--- src/rtl/debug_trace_pkg.sv ---
// debug_trace_pkg: state encoding, entry sizing and entry layout for the trace buffer.
// Build option TRACE_TSTAMP_EN appends a per-sample timestamp field.
package debug_trace_pkg;

   typedef enum logic [1:0] {
      ST_IDLE = 2'd0,
      ST_PRE  = 2'd1,
      ST_POST = 2'd2,
      ST_DONE = 2'd3
   } trace_state_e;

   localparam int PC_W_DEF   = 32;
   localparam int INST_W_DEF = 32;
   localparam int ALU_W_DEF  = 16;
   localparam int TS_W_DEF   = 16;

`ifdef TRACE_TSTAMP_EN
   localparam bit TSTAMP_EN = 1'b1;
`else
   localparam bit TSTAMP_EN = 1'b0;
`endif

   // Stored bits per sample; the timestamp only costs bits when enabled.
   function automatic int entry_w(input int pc_w, input int inst_w,
                                  input int alu_w, input int ts_w,
                                  input bit ts_en);
      return pc_w + inst_w + alu_w + (ts_en ? ts_w : 0);
   endfunction

   // Entry layout at default widths, MSB first: {pc, inst, alu[, tstamp]}.
   typedef struct packed {
      logic [PC_W_DEF-1:0]   pc;
      logic [INST_W_DEF-1:0] inst;
      logic [ALU_W_DEF-1:0]  alu;
`ifdef TRACE_TSTAMP_EN
      logic [TS_W_DEF-1:0]   tstamp;
`endif
   } trace_entry_t;

endpackage

--- src/rtl/trace_ram.sv ---
// trace_ram: simple dual-port DEPTH x WIDTH storage for captured samples.
// Synchronous write, registered read, contents never reset.
module trace_ram #(
   parameter int DEPTH = 16,
   parameter int WIDTH = 80,
   localparam int AW = $clog2(DEPTH)
) (
   input  logic             clk_i,
   input  logic             we_i,
   input  logic [AW-1:0]    waddr_i,
   input  logic [WIDTH-1:0] wdata_i,
   input  logic [AW-1:0]    raddr_i,
   output logic [WIDTH-1:0] rdata_o
);

   logic [WIDTH-1:0] mem_q [DEPTH];
   logic [WIDTH-1:0] rdata_q;

   // Capture a sample into the addressed slot.
   always_ff @(posedge clk_i) begin
      if (we_i) begin
         mem_q[waddr_i] <= wdata_i;
      end
   end

   // Read port registered every cycle; readout holds by re-reading.
   always_ff @(posedge clk_i) begin
      rdata_q <= mem_q[raddr_i];
   end

   assign rdata_o = rdata_q;

endmodule

--- src/rtl/debug_trace_buffer.sv ---
// debug_trace_buffer: triggered circular capture of core debug samples with
// oldest-first valid/ready playback. TRACE_TSTAMP_EN adds timestamps.
module debug_trace_buffer
   import debug_trace_pkg::*;
#(
   parameter int PC_W      = 32,
   parameter int INST_W    = 32,
   parameter int ALU_W     = 16,
   parameter int DEPTH     = 16,
   parameter int POST_TRIG = 4,
   parameter int TS_W      = 16
) (
   input  logic                   clk,
   input  logic                   reset,
   input  logic                   in_valid,
   input  logic [PC_W-1:0]        debug_pc,
   input  logic [INST_W-1:0]      debug_inst,
   input  logic [ALU_W-1:0]       debug_alu_out,
   input  logic                   arm,
   input  logic                   abort,
   input  logic                   trig_en,
   input  logic [PC_W-1:0]        trig_pc,
   input  logic                   force_trig,
   output logic                   rd_valid,
   input  logic                   rd_ready,
   output logic [PC_W-1:0]        rd_pc,
   output logic [INST_W-1:0]      rd_inst,
   output logic [ALU_W-1:0]       rd_alu,
`ifdef TRACE_TSTAMP_EN
   output logic [TS_W-1:0]        rd_tstamp,
`endif
   output logic [1:0]             state,
   output logic [$clog2(DEPTH):0] entries,
   output logic                   triggered
);

   localparam int AW    = $clog2(DEPTH);
   localparam int CNT_W = AW + 1;
   localparam int EW    = entry_w(PC_W, INST_W, ALU_W, TS_W, TSTAMP_EN);

   localparam logic [CNT_W-1:0] DEPTH_C = CNT_W'(DEPTH);
   localparam logic [CNT_W-1:0] POST_C  = CNT_W'(POST_TRIG);

   trace_state_e     state_q, state_d;
   logic [AW-1:0]    wr_ptr_q, wr_ptr_d;
   logic [AW-1:0]    rd_ptr_q, rd_ptr_d;
   logic [CNT_W-1:0] entries_q, entries_d;
   logic [CNT_W-1:0] post_cnt_q, post_cnt_d;
   logic [CNT_W-1:0] rd_left_q, rd_left_d;
   logic             trig_q, trig_d;
   logic             rd_valid_q, rd_valid_d;

   logic             trig_hit;
   logic             do_wr;
   logic             do_arm;
   logic             xfer;
   logic [EW-1:0]    wdata;
   logic [EW-1:0]    rdata;

   assign trig_hit = (trig_en && in_valid && (debug_pc == trig_pc))
                     || force_trig;
   assign do_wr    = !abort && in_valid
                     && (state_q == ST_PRE || state_q == ST_POST);
   assign do_arm   = !abort && arm
                     && (state_q == ST_IDLE || state_q == ST_DONE);
   assign xfer     = rd_valid_q && rd_ready;

`ifdef TRACE_TSTAMP_EN
   logic [TS_W-1:0] ts_q;

   // Free-running sample clock stamp.
   always_ff @(posedge clk or posedge reset) begin
      if (reset) begin
         ts_q <= '0;
      end else begin
         ts_q <= ts_q + TS_W'(1);
      end
   end

   assign wdata     = {debug_pc, debug_inst, debug_alu_out, ts_q};
   assign rd_tstamp = rd_valid_q ? rdata[TS_W-1:0] : '0;
`else
   assign wdata = {debug_pc, debug_inst, debug_alu_out};
`endif

   // Capture window, trigger countdown and playback sequencing.
   always_comb begin
      state_d    = state_q;
      wr_ptr_d   = wr_ptr_q;
      rd_ptr_d   = rd_ptr_q;
      entries_d  = entries_q;
      post_cnt_d = post_cnt_q;
      rd_left_d  = rd_left_q;
      trig_d     = trig_q;
      rd_valid_d = 1'b0;

      if (do_wr) begin
         wr_ptr_d = wr_ptr_q + AW'(1);
         if (entries_q != DEPTH_C) begin
            entries_d = entries_q + CNT_W'(1);
         end
      end

      unique case (state_q)
         ST_IDLE: begin
            if (do_arm) begin
               state_d    = ST_PRE;
               wr_ptr_d   = '0;
               entries_d  = '0;
               post_cnt_d = '0;
               trig_d     = 1'b0;
            end
         end
         ST_PRE: begin
            if (trig_hit) begin
               trig_d     = 1'b1;
               post_cnt_d = '0;
               state_d    = (POST_TRIG == 0) ? ST_DONE : ST_POST;
            end
         end
         ST_POST: begin
            if (do_wr) begin
               post_cnt_d = post_cnt_q + CNT_W'(1);
               if (post_cnt_d == POST_C) begin
                  state_d = ST_DONE;
               end
            end
         end
         ST_DONE: begin
            if (do_arm) begin
               state_d    = ST_PRE;
               wr_ptr_d   = '0;
               entries_d  = '0;
               post_cnt_d = '0;
               trig_d     = 1'b0;
            end else if (xfer) begin
               rd_ptr_d  = rd_ptr_q + AW'(1);
               rd_left_d = rd_left_q - CNT_W'(1);
            end
         end
      endcase

      // Oldest entry is at wr_ptr once the ring has wrapped, else slot 0.
      if (state_d == ST_DONE && state_q != ST_DONE) begin
         rd_ptr_d  = (entries_d == DEPTH_C) ? wr_ptr_d : '0;
         rd_left_d = entries_d;
      end

      if (state_q == ST_DONE && state_d == ST_DONE) begin
         rd_valid_d = (rd_left_d != '0);
      end

      if (abort) begin
         state_d    = ST_IDLE;
         entries_d  = '0;
         post_cnt_d = '0;
         rd_left_d  = '0;
         trig_d     = 1'b0;
         rd_valid_d = 1'b0;
      end
   end

   // State and pointer registers.
   always_ff @(posedge clk or posedge reset) begin
      if (reset) begin
         state_q    <= ST_IDLE;
         wr_ptr_q   <= '0;
         rd_ptr_q   <= '0;
         entries_q  <= '0;
         post_cnt_q <= '0;
         rd_left_q  <= '0;
         trig_q     <= 1'b0;
         rd_valid_q <= 1'b0;
      end else begin
         state_q    <= state_d;
         wr_ptr_q   <= wr_ptr_d;
         rd_ptr_q   <= rd_ptr_d;
         entries_q  <= entries_d;
         post_cnt_q <= post_cnt_d;
         rd_left_q  <= rd_left_d;
         trig_q     <= trig_d;
         rd_valid_q <= rd_valid_d;
      end
   end

   // Read address runs one step ahead so a transfer is followed by the
   // next word without a bubble, and a stall re-reads the same slot.
   trace_ram #(
      .DEPTH (DEPTH),
      .WIDTH (EW)
   ) u_ram (
      .clk_i   (clk),
      .we_i    (do_wr),
      .waddr_i (wr_ptr_q),
      .wdata_i (wdata),
      .raddr_i (rd_ptr_d),
      .rdata_o (rdata)
   );

   // RAM output is unreset, so data is forced to zero when not valid.
   assign rd_pc   = rd_valid_q ? rdata[EW-1 -: PC_W] : '0;
   assign rd_inst = rd_valid_q ? rdata[EW-PC_W-1 -: INST_W] : '0;
   assign rd_alu  = rd_valid_q ? rdata[EW-PC_W-INST_W-1 -: ALU_W] : '0;

   assign rd_valid  = rd_valid_q;
   assign state     = state_q;
   assign entries   = entries_q;
   assign triggered = trig_q;

endmodule

--- config.mk ---
export PLATFORM = sky130hd
export DESIGN_NAME = debug_trace_buffer
export DESIGN_NICKNAME = d
export VERILOG_FILES = /design/src/rtl/debug_trace_pkg.sv /design/src/rtl/trace_ram.sv /design/src/rtl/debug_trace_buffer.sv
export SDC_FILE = /design/constraint.sdc
export NUM_CORES = 2
export LEC_CHECK = 0
export ABC_AREA = 1
export ABC_CLOCK_PERIOD_IN_PS = 14600
export CORE_AREA = 4 4 294 368
export CTS_CLUSTER_DIAMETER = 80
export DETAILED_ROUTE_END_ITERATION = 10
export DIE_AREA = 0 0 298 372
export GPL_TIMING_DRIVEN = 1
export PLACE_DENSITY_LB_ADDON = 0.2
export SLEW_MARGIN = 5
export SYNTH_ARGS = -nofsm -noshare
export SYNTH_HDL_FRONTEND = slang
export SYNTH_SLANG_ARGS = --single-unit
--- constraint.sdc ---
create_clock -name clk -period 14.6 [get_ports clk]
set_clock_uncertainty 0.15 [all_clocks]
set_input_delay 1.46 -clock clk [delete_from_list [all_inputs] [get_ports clk]]
set_output_delay 1.46 -clock clk [all_outputs]
set_load 0.01 [all_outputs]
* Word level (Yosys, flattened, before mapping) *
Memory sizes are Yosys's and may differ from the RTL's. A register that Yosys moved wholly into a read port is not among the register bits.
Index checks and enable logic that the tools add are counted.

word-level totals
  flip-flop bits (word level) = 27
  latch bits = 0
  memory bits (writable) = 1,280
  ROM bits = 0
  input port bits = 120
  output and inout port bits = 89
  logic and storage cells = 85
  memories kept = 1

memory list
  memory       words  width  rd ports  clocked after Yosys merged registers in  write ports  RTL line         source
  u_ram.mem_q  16     80     1         1                                        1            trace_ram.sv:16  logic [WIDTH-1:0] mem_q [DEPTH];

operators by class
  add/subtract/negate cells = 5
  multiply operators = 0
  div/mod/pow operators = 0
  order comparisons = 0
  equal/unequal tests = 12
  shift-type cells = 0
  multiplexer cells = 40
  bitwise gates (word level) = 0
  reductions and logical operators = 19

operators by type and width
  cell                                                    number
  2-to-1 mux 5 bit                                        14
  2-to-1 mux 32 bit                                       2
  equality test 32 bit                                    1
  2-to-1 mux 4 bit                                        8
  2-to-1 mux 16 bit                                       1
  one-hot mux 5 bit (3 select lines)                      1
  adder 5 x 1 -> 5 bit (second input constant)            2
  2-to-1 mux 2 bit                                        5
  logical AND 1 bit                                       9
  adder 4 x 1 -> 4 bit (second input constant)            2
  2-to-1 mux 1 bit                                        7
  equality test 2 bit (second input constant)             3
  inequality test 3 bit (second input constant)           2
  one-hot mux 2 bit (3 select lines)                      1
  AND reduction 3 bit                                     2
  equality test 5 x 3 -> 1 bit (second input constant)    1
  equality test 5 bit (second input constant)             1
  inequality test 5 bit (second input constant)           1
  nonzero test 5 bit                                      1
  subtractor 5 x 1 -> 5 bit (second input constant)       1
  logical OR 1 bit                                        3
  inequality test 3 x 1 -> 1 bit (second input constant)  1
  nonzero test 3 bit                                      1
  equality test 2 x 1 -> 1 bit (second input constant)    1
  other kinds (5)                                         5

* Depth between registers and ports, before layout *
  word-level depth = 11
  gate-level depth with buffers = 23
  mapped depth without buffers = 20

* By module *
From an unflattened synthesis, not the netlist that was laid out.

unflattened totals
  cells, all modules = 5,766
  area, all modules = 59,086.7 µm²

modules (own cells, without submodules)
  module              instances  cells each  area an instance (µm²)  sequential area each (µm²)
  trace_ram           1          5,255       56,195.1                40,038.4
  debug_trace_buffer  1          511         2,891.5                 675.6

* Worst setup path before layout *
No wires, ideal clock.

  kind = in2reg
  start = input abort
  end = memory u_ram.mem_q[15][0] (enable)
  library setup time = 519 ps
  arrival = 5,515 ps
  required time = 13,931 ps
  slack = 8,417 ps
  stages = 8
  path buffers = 1
  cells stage by stage = inv_2 > nand2_1 > nor2_1 > buf_4 > nand2_1 > nor2_1 > inv_1 > nor2_1

between the ends
  cells in the longest elaborated chain, start to end = 5

ends and longest elaborated chain
  what                                    RTL line                  source
  from (decl)                             debug_trace_buffer.sv:20  input logic abort,
  zero test 1 bit                         debug_trace_buffer.sv:62  assign do_wr = !abort && in_valid
  logical AND 1 bit                       debug_trace_buffer.sv:62
  logical AND 1 bit                       debug_trace_buffer.sv:63  && (state_q == ST_PRE || state_q == ST_POST);
  2-to-1 mux 1 bit                        trace_ram.sv:21           if (we_i) begin
  2-to-1 mux 1 bit (implied by the code)  trace_ram.sv:22           mem_q[waddr_i] <= wdata_i;
  to (decl)                               trace_ram.sv:16

No other way between the ends.

* Worst setup path in the final report *
  start = input debug_pc[29]
  end = register u_ram.rdata_q[20], in the netlist u_ram.rdata_o[20] (read register of u_ram.mem_q)

between the ends
  cells in the longest elaborated chain, start to end = 8

ends and longest elaborated chain
  what                                RTL line                   source
  from (decl)                         debug_trace_buffer.sv:16   input logic [PC_W-1:0] debug_pc,
  equality test 32 bit                debug_trace_buffer.sv:60   assign trig_hit = (trig_en && in_valid && (debug_pc == trig_pc))
  logical AND 1 bit                   debug_trace_buffer.sv:60
  logical OR 1 bit                    debug_trace_buffer.sv:61   || force_trig;
  2-to-1 mux 2 bit                    debug_trace_buffer.sv:115  if (trig_hit) begin
  one-hot mux 2 bit (3 select lines)  debug_trace_buffer.sv:104  unique case (state_q)
  equality test 2 bit                 debug_trace_buffer.sv:144  if (state_d == ST_DONE && state_q != ST_DONE) begin
  logical AND 1 bit                   debug_trace_buffer.sv:144
  2-to-1 mux 4 bit                    debug_trace_buffer.sv:144
  to (decl)                           trace_ram.sv:17            logic [WIDTH-1:0] rdata_q;

No other way between the ends.
A chain may end at the register's enable or synchronous reset.

==> reports/results.tsv <==
metric	value	unit
RSZ-0062 raised after global routing	no	
Synth area leaders	edfxtp_1, nand3_1, inv_1	
gr ovfl total	0	
synth cell count leaders	nand3_1, edfxtp_1, inv_1, nand2_1, nand3b_1	
FMAX	128	MHz
Post-Syn Nets	5885	
DRC errors left	0	
initial antenna violation count	11	
final setup fails	0	
WP buf/inv	6	
Crit-path slowest cell	buf_4	
Num Clock Sinks	1387	
io pins	209	
cell area after layout	67800	µm²
first-pass GRT wire length	240	mm
HPWL after DPL	79.2	mm
Async S/R FF share, synth	0.0195	
Final GP Congestion	0.792	
WP data arrival	8340	ps
largest net degree at the start of global routing	159	
Reg-to-Reg Start	state[0]	
Final Hold Vio Count	0	
DP Cell Count	7061	
worst skew pair latency	760	ps
Syn. warnings	0	
clk slew on worst S/H paths	60	ps
setup slack after layout	6760	ps
FF-to-FF End	u_ram.rdata_o[20]	
max incr delay on CP	920	ps
worst vdd ir	0.210	mV
Seq/Total Area, Yosys	0.676	
top-count cell post-synth	nand3_1	
Pre-antenna DRT Iters	5	
MaxCap Viol Count	0	
vias post-DR	41503	
EDFF count, synth	1280	
Slew HR	0.215	
setup TNS	0	ps
multi-input logic area	13800	µm²
R2R depth	18	
drt total wl	160	mm
Die Y	372	µm
Placement Setup Slack	6150	ps
Post-CTS Resized	0	
hold_ws	382	ps
Final Max Slew Viols	0	
1st-iter DRT viols	4228	
antenna-violating nets left	0	
Site Rows	133	
number of global-route vias before repair	40590	
R2R setup slack	7710	ps
Crit Path Class	in -> reg	
port bufs	208	
Hold Path End	post_cnt_q[1]	
# H-tree levels	4	
HP Class	reg -> reg	
Total Power	10.4	mW
Placed Area	63300	µm²
Unique masters post-synth	39	
area share of the largest cell type after synthesis	0.638	
CTS tree	yes	
CP Launch Type	input pin	
Area Overhead vs Synth	12.5	%
postcts setup bufs	0	
clk root buf	clkbuf_16	
Die ar.	111000	µm²
Total GRT Usage	0.287	
Core Footprint	105000	µm²
hold path cells	2	
P_leak	28.3	nW
Cell Pwr Density	154	nW/µm²
Synth area leader	edfxtp_1	
top_reg_cell synth	edfxtp_1	
wire per inst	21.9	µm
CTS max path bufs	3	
final non-filler cell total	7309	
FF+latch count, synth	1387	
Slew @ Worst Pin	1180	ps
Avg Inst Size Synth	10.5	µm²
starting density of the core	0.574	
Period minus WS final	7840	ps
CP endpoint kind	register	
Worst path most repeated cell	nand2_1	
Fillers	7994	
nets@finish	5979	
Stages on worst setup path	22	
Final period util	0.537	
status	finished clean	
worst-path cell chain	clkdlybuf4s50_1 -> inv_1 -> nand2_1 -> nand2_1 -> inv_1 -> nand2_1 -> nor2_1 -> nand2_1 -> nor2_1 -> nand3_1 -> nand3_1 -> nand2_1 -> inv_2 -> nand4_4 -> nand2_8 -> buf_4 -> buf_4 -> nand2_1 -> nand3_1 -> nand3_1 -> nand3_1 -> nand2_1	
post-DR vias/cell	5.68	
CP Max Fanout	96	
hold buffer count at CTS	0	
synthesized instance count	5753	
final core utilization	0.646	
synthesized area	60200	µm²
Crit path max-delay family	simple AND/OR/NAND/NOR gates	
Hold Crit Start	post_cnt_q[1]	
Die W	298	µm
number of buffers created by CTS	134	
Seq. cell area	40700	µm²
data required time of the worst path	15100	ps
layout cells sized above 1	0.0494	
==> how the worst max path moves through the flow <==
| stage | start | end |
|---|---|---|
| after floorplan | abort | u_ram.mem_q[15][0] |
| after global placement | debug_pc[1] | u_ram.rdata_o[76] |
| after detailed placement | debug_pc[1] | u_ram.rdata_o[76] |
| after CTS | debug_pc[1] | u_ram.rdata_o[76] |
| after global routing | debug_pc[1] | u_ram.rdata_o[24] |
| final | debug_pc[29] | u_ram.rdata_o[20] |
==> final cells by class <==
class | count | area share
clock buffer | 176 | 0.0551
multi-input combinational | 2847 | 0.203
timing repair buffer | 273 | 0.0390
sequential | 1387 | 0.601
inverter | 1204 | 0.0669
clock inverter | 66 | 0.00984
antenna | 6 | 0.000222
tap | 1350 | 0.0249
==> worst register-to-register path, stage by stage, from the launching register on <==
cell	delay, ps
dfrtp_1	490
inv_1	100
ha_1	390
nor2_1	520
nand3_1	220
nor2_1	140
nand2_1	60
a21oi_1	220
nand2_1	170
nor2_2	150
nand4_4	700
nand2_8	910
buf_4	980
buf_4	970
nand2_1	210
nand3_1	140
nand3_1	90
nand3_1	120
nand2_1	60
==> cells by family (layout without fill, tap and decap cells) <==
kind of cell | Yosys count | count (layout) | synth area share
buffers and inverters | 1519 | 1719 | 0.0988
other | 0 | 6 | 0
and+or+nand+nor | 2786 | 2786 | 0.217
xor gates and xnor gates | 17 | 17 | 0.00247
DFF | 1387 | 1387 | 0.676
adders and majority gates | 12 | 12 | 0.00249
AOI/OAI and AO/OA | 32 | 32 | 0.00328
==> placed cells by master (no fill, tap or decap), types with 7 or more instances in the layout <==
cell type,n
nand2_1,1156
clkdlybuf4s50_1,208
nor2_1,50
inv_1,1198
buf_4,59
nand3b_1,240
dfxtp_1,80
clkbuf_16,141
dfrtp_1,26
edfxtp_1,1280
bufinv_16,14
clkbuf_8,7
nor2_4,16
xnor2_1,13
clkinv_1,24
clkinv_2,23
ha_1,12
clkbuf_1,28
nand3_1,1299
o21ai_0,13
==> registers in the layout, summed over array words and instances (netlist names) <==
| register | cells |
|---|---|
| wr_ptr_q | 4 |
| rd_left_q | 5 |
| triggered | 1 |
| rd_ptr_q | 4 |
| u_ram.mem_q | 1280 |
| post_cnt_q | 5 |
| state | 2 |
| u_ram.rdata_o | 80 |
| rd_valid | 1 |
| entries | 5 |
==> per-layer routing <==
metal	routed length, µm	global-route usage	vias up
li1	-	-	19016
met1	61300	0.359	20078
met2	78700	0.496	1984
met3	13200	0.0478	417
met4	6640	0.125	8
met5	63	0	-
==> where the power goes <==
| group | switching, mW | total (mW) | internal [mW] |
|---|---|---|---|
| Clock | 1.45 | 3.49 | 2.04 |
| Sequential | 0.0835 | 4.62 | 4.54 |
| Combinational | 1.70 | 2.33 | 0.624 |
Note: power is estimated with default switching activity, not from simulation.
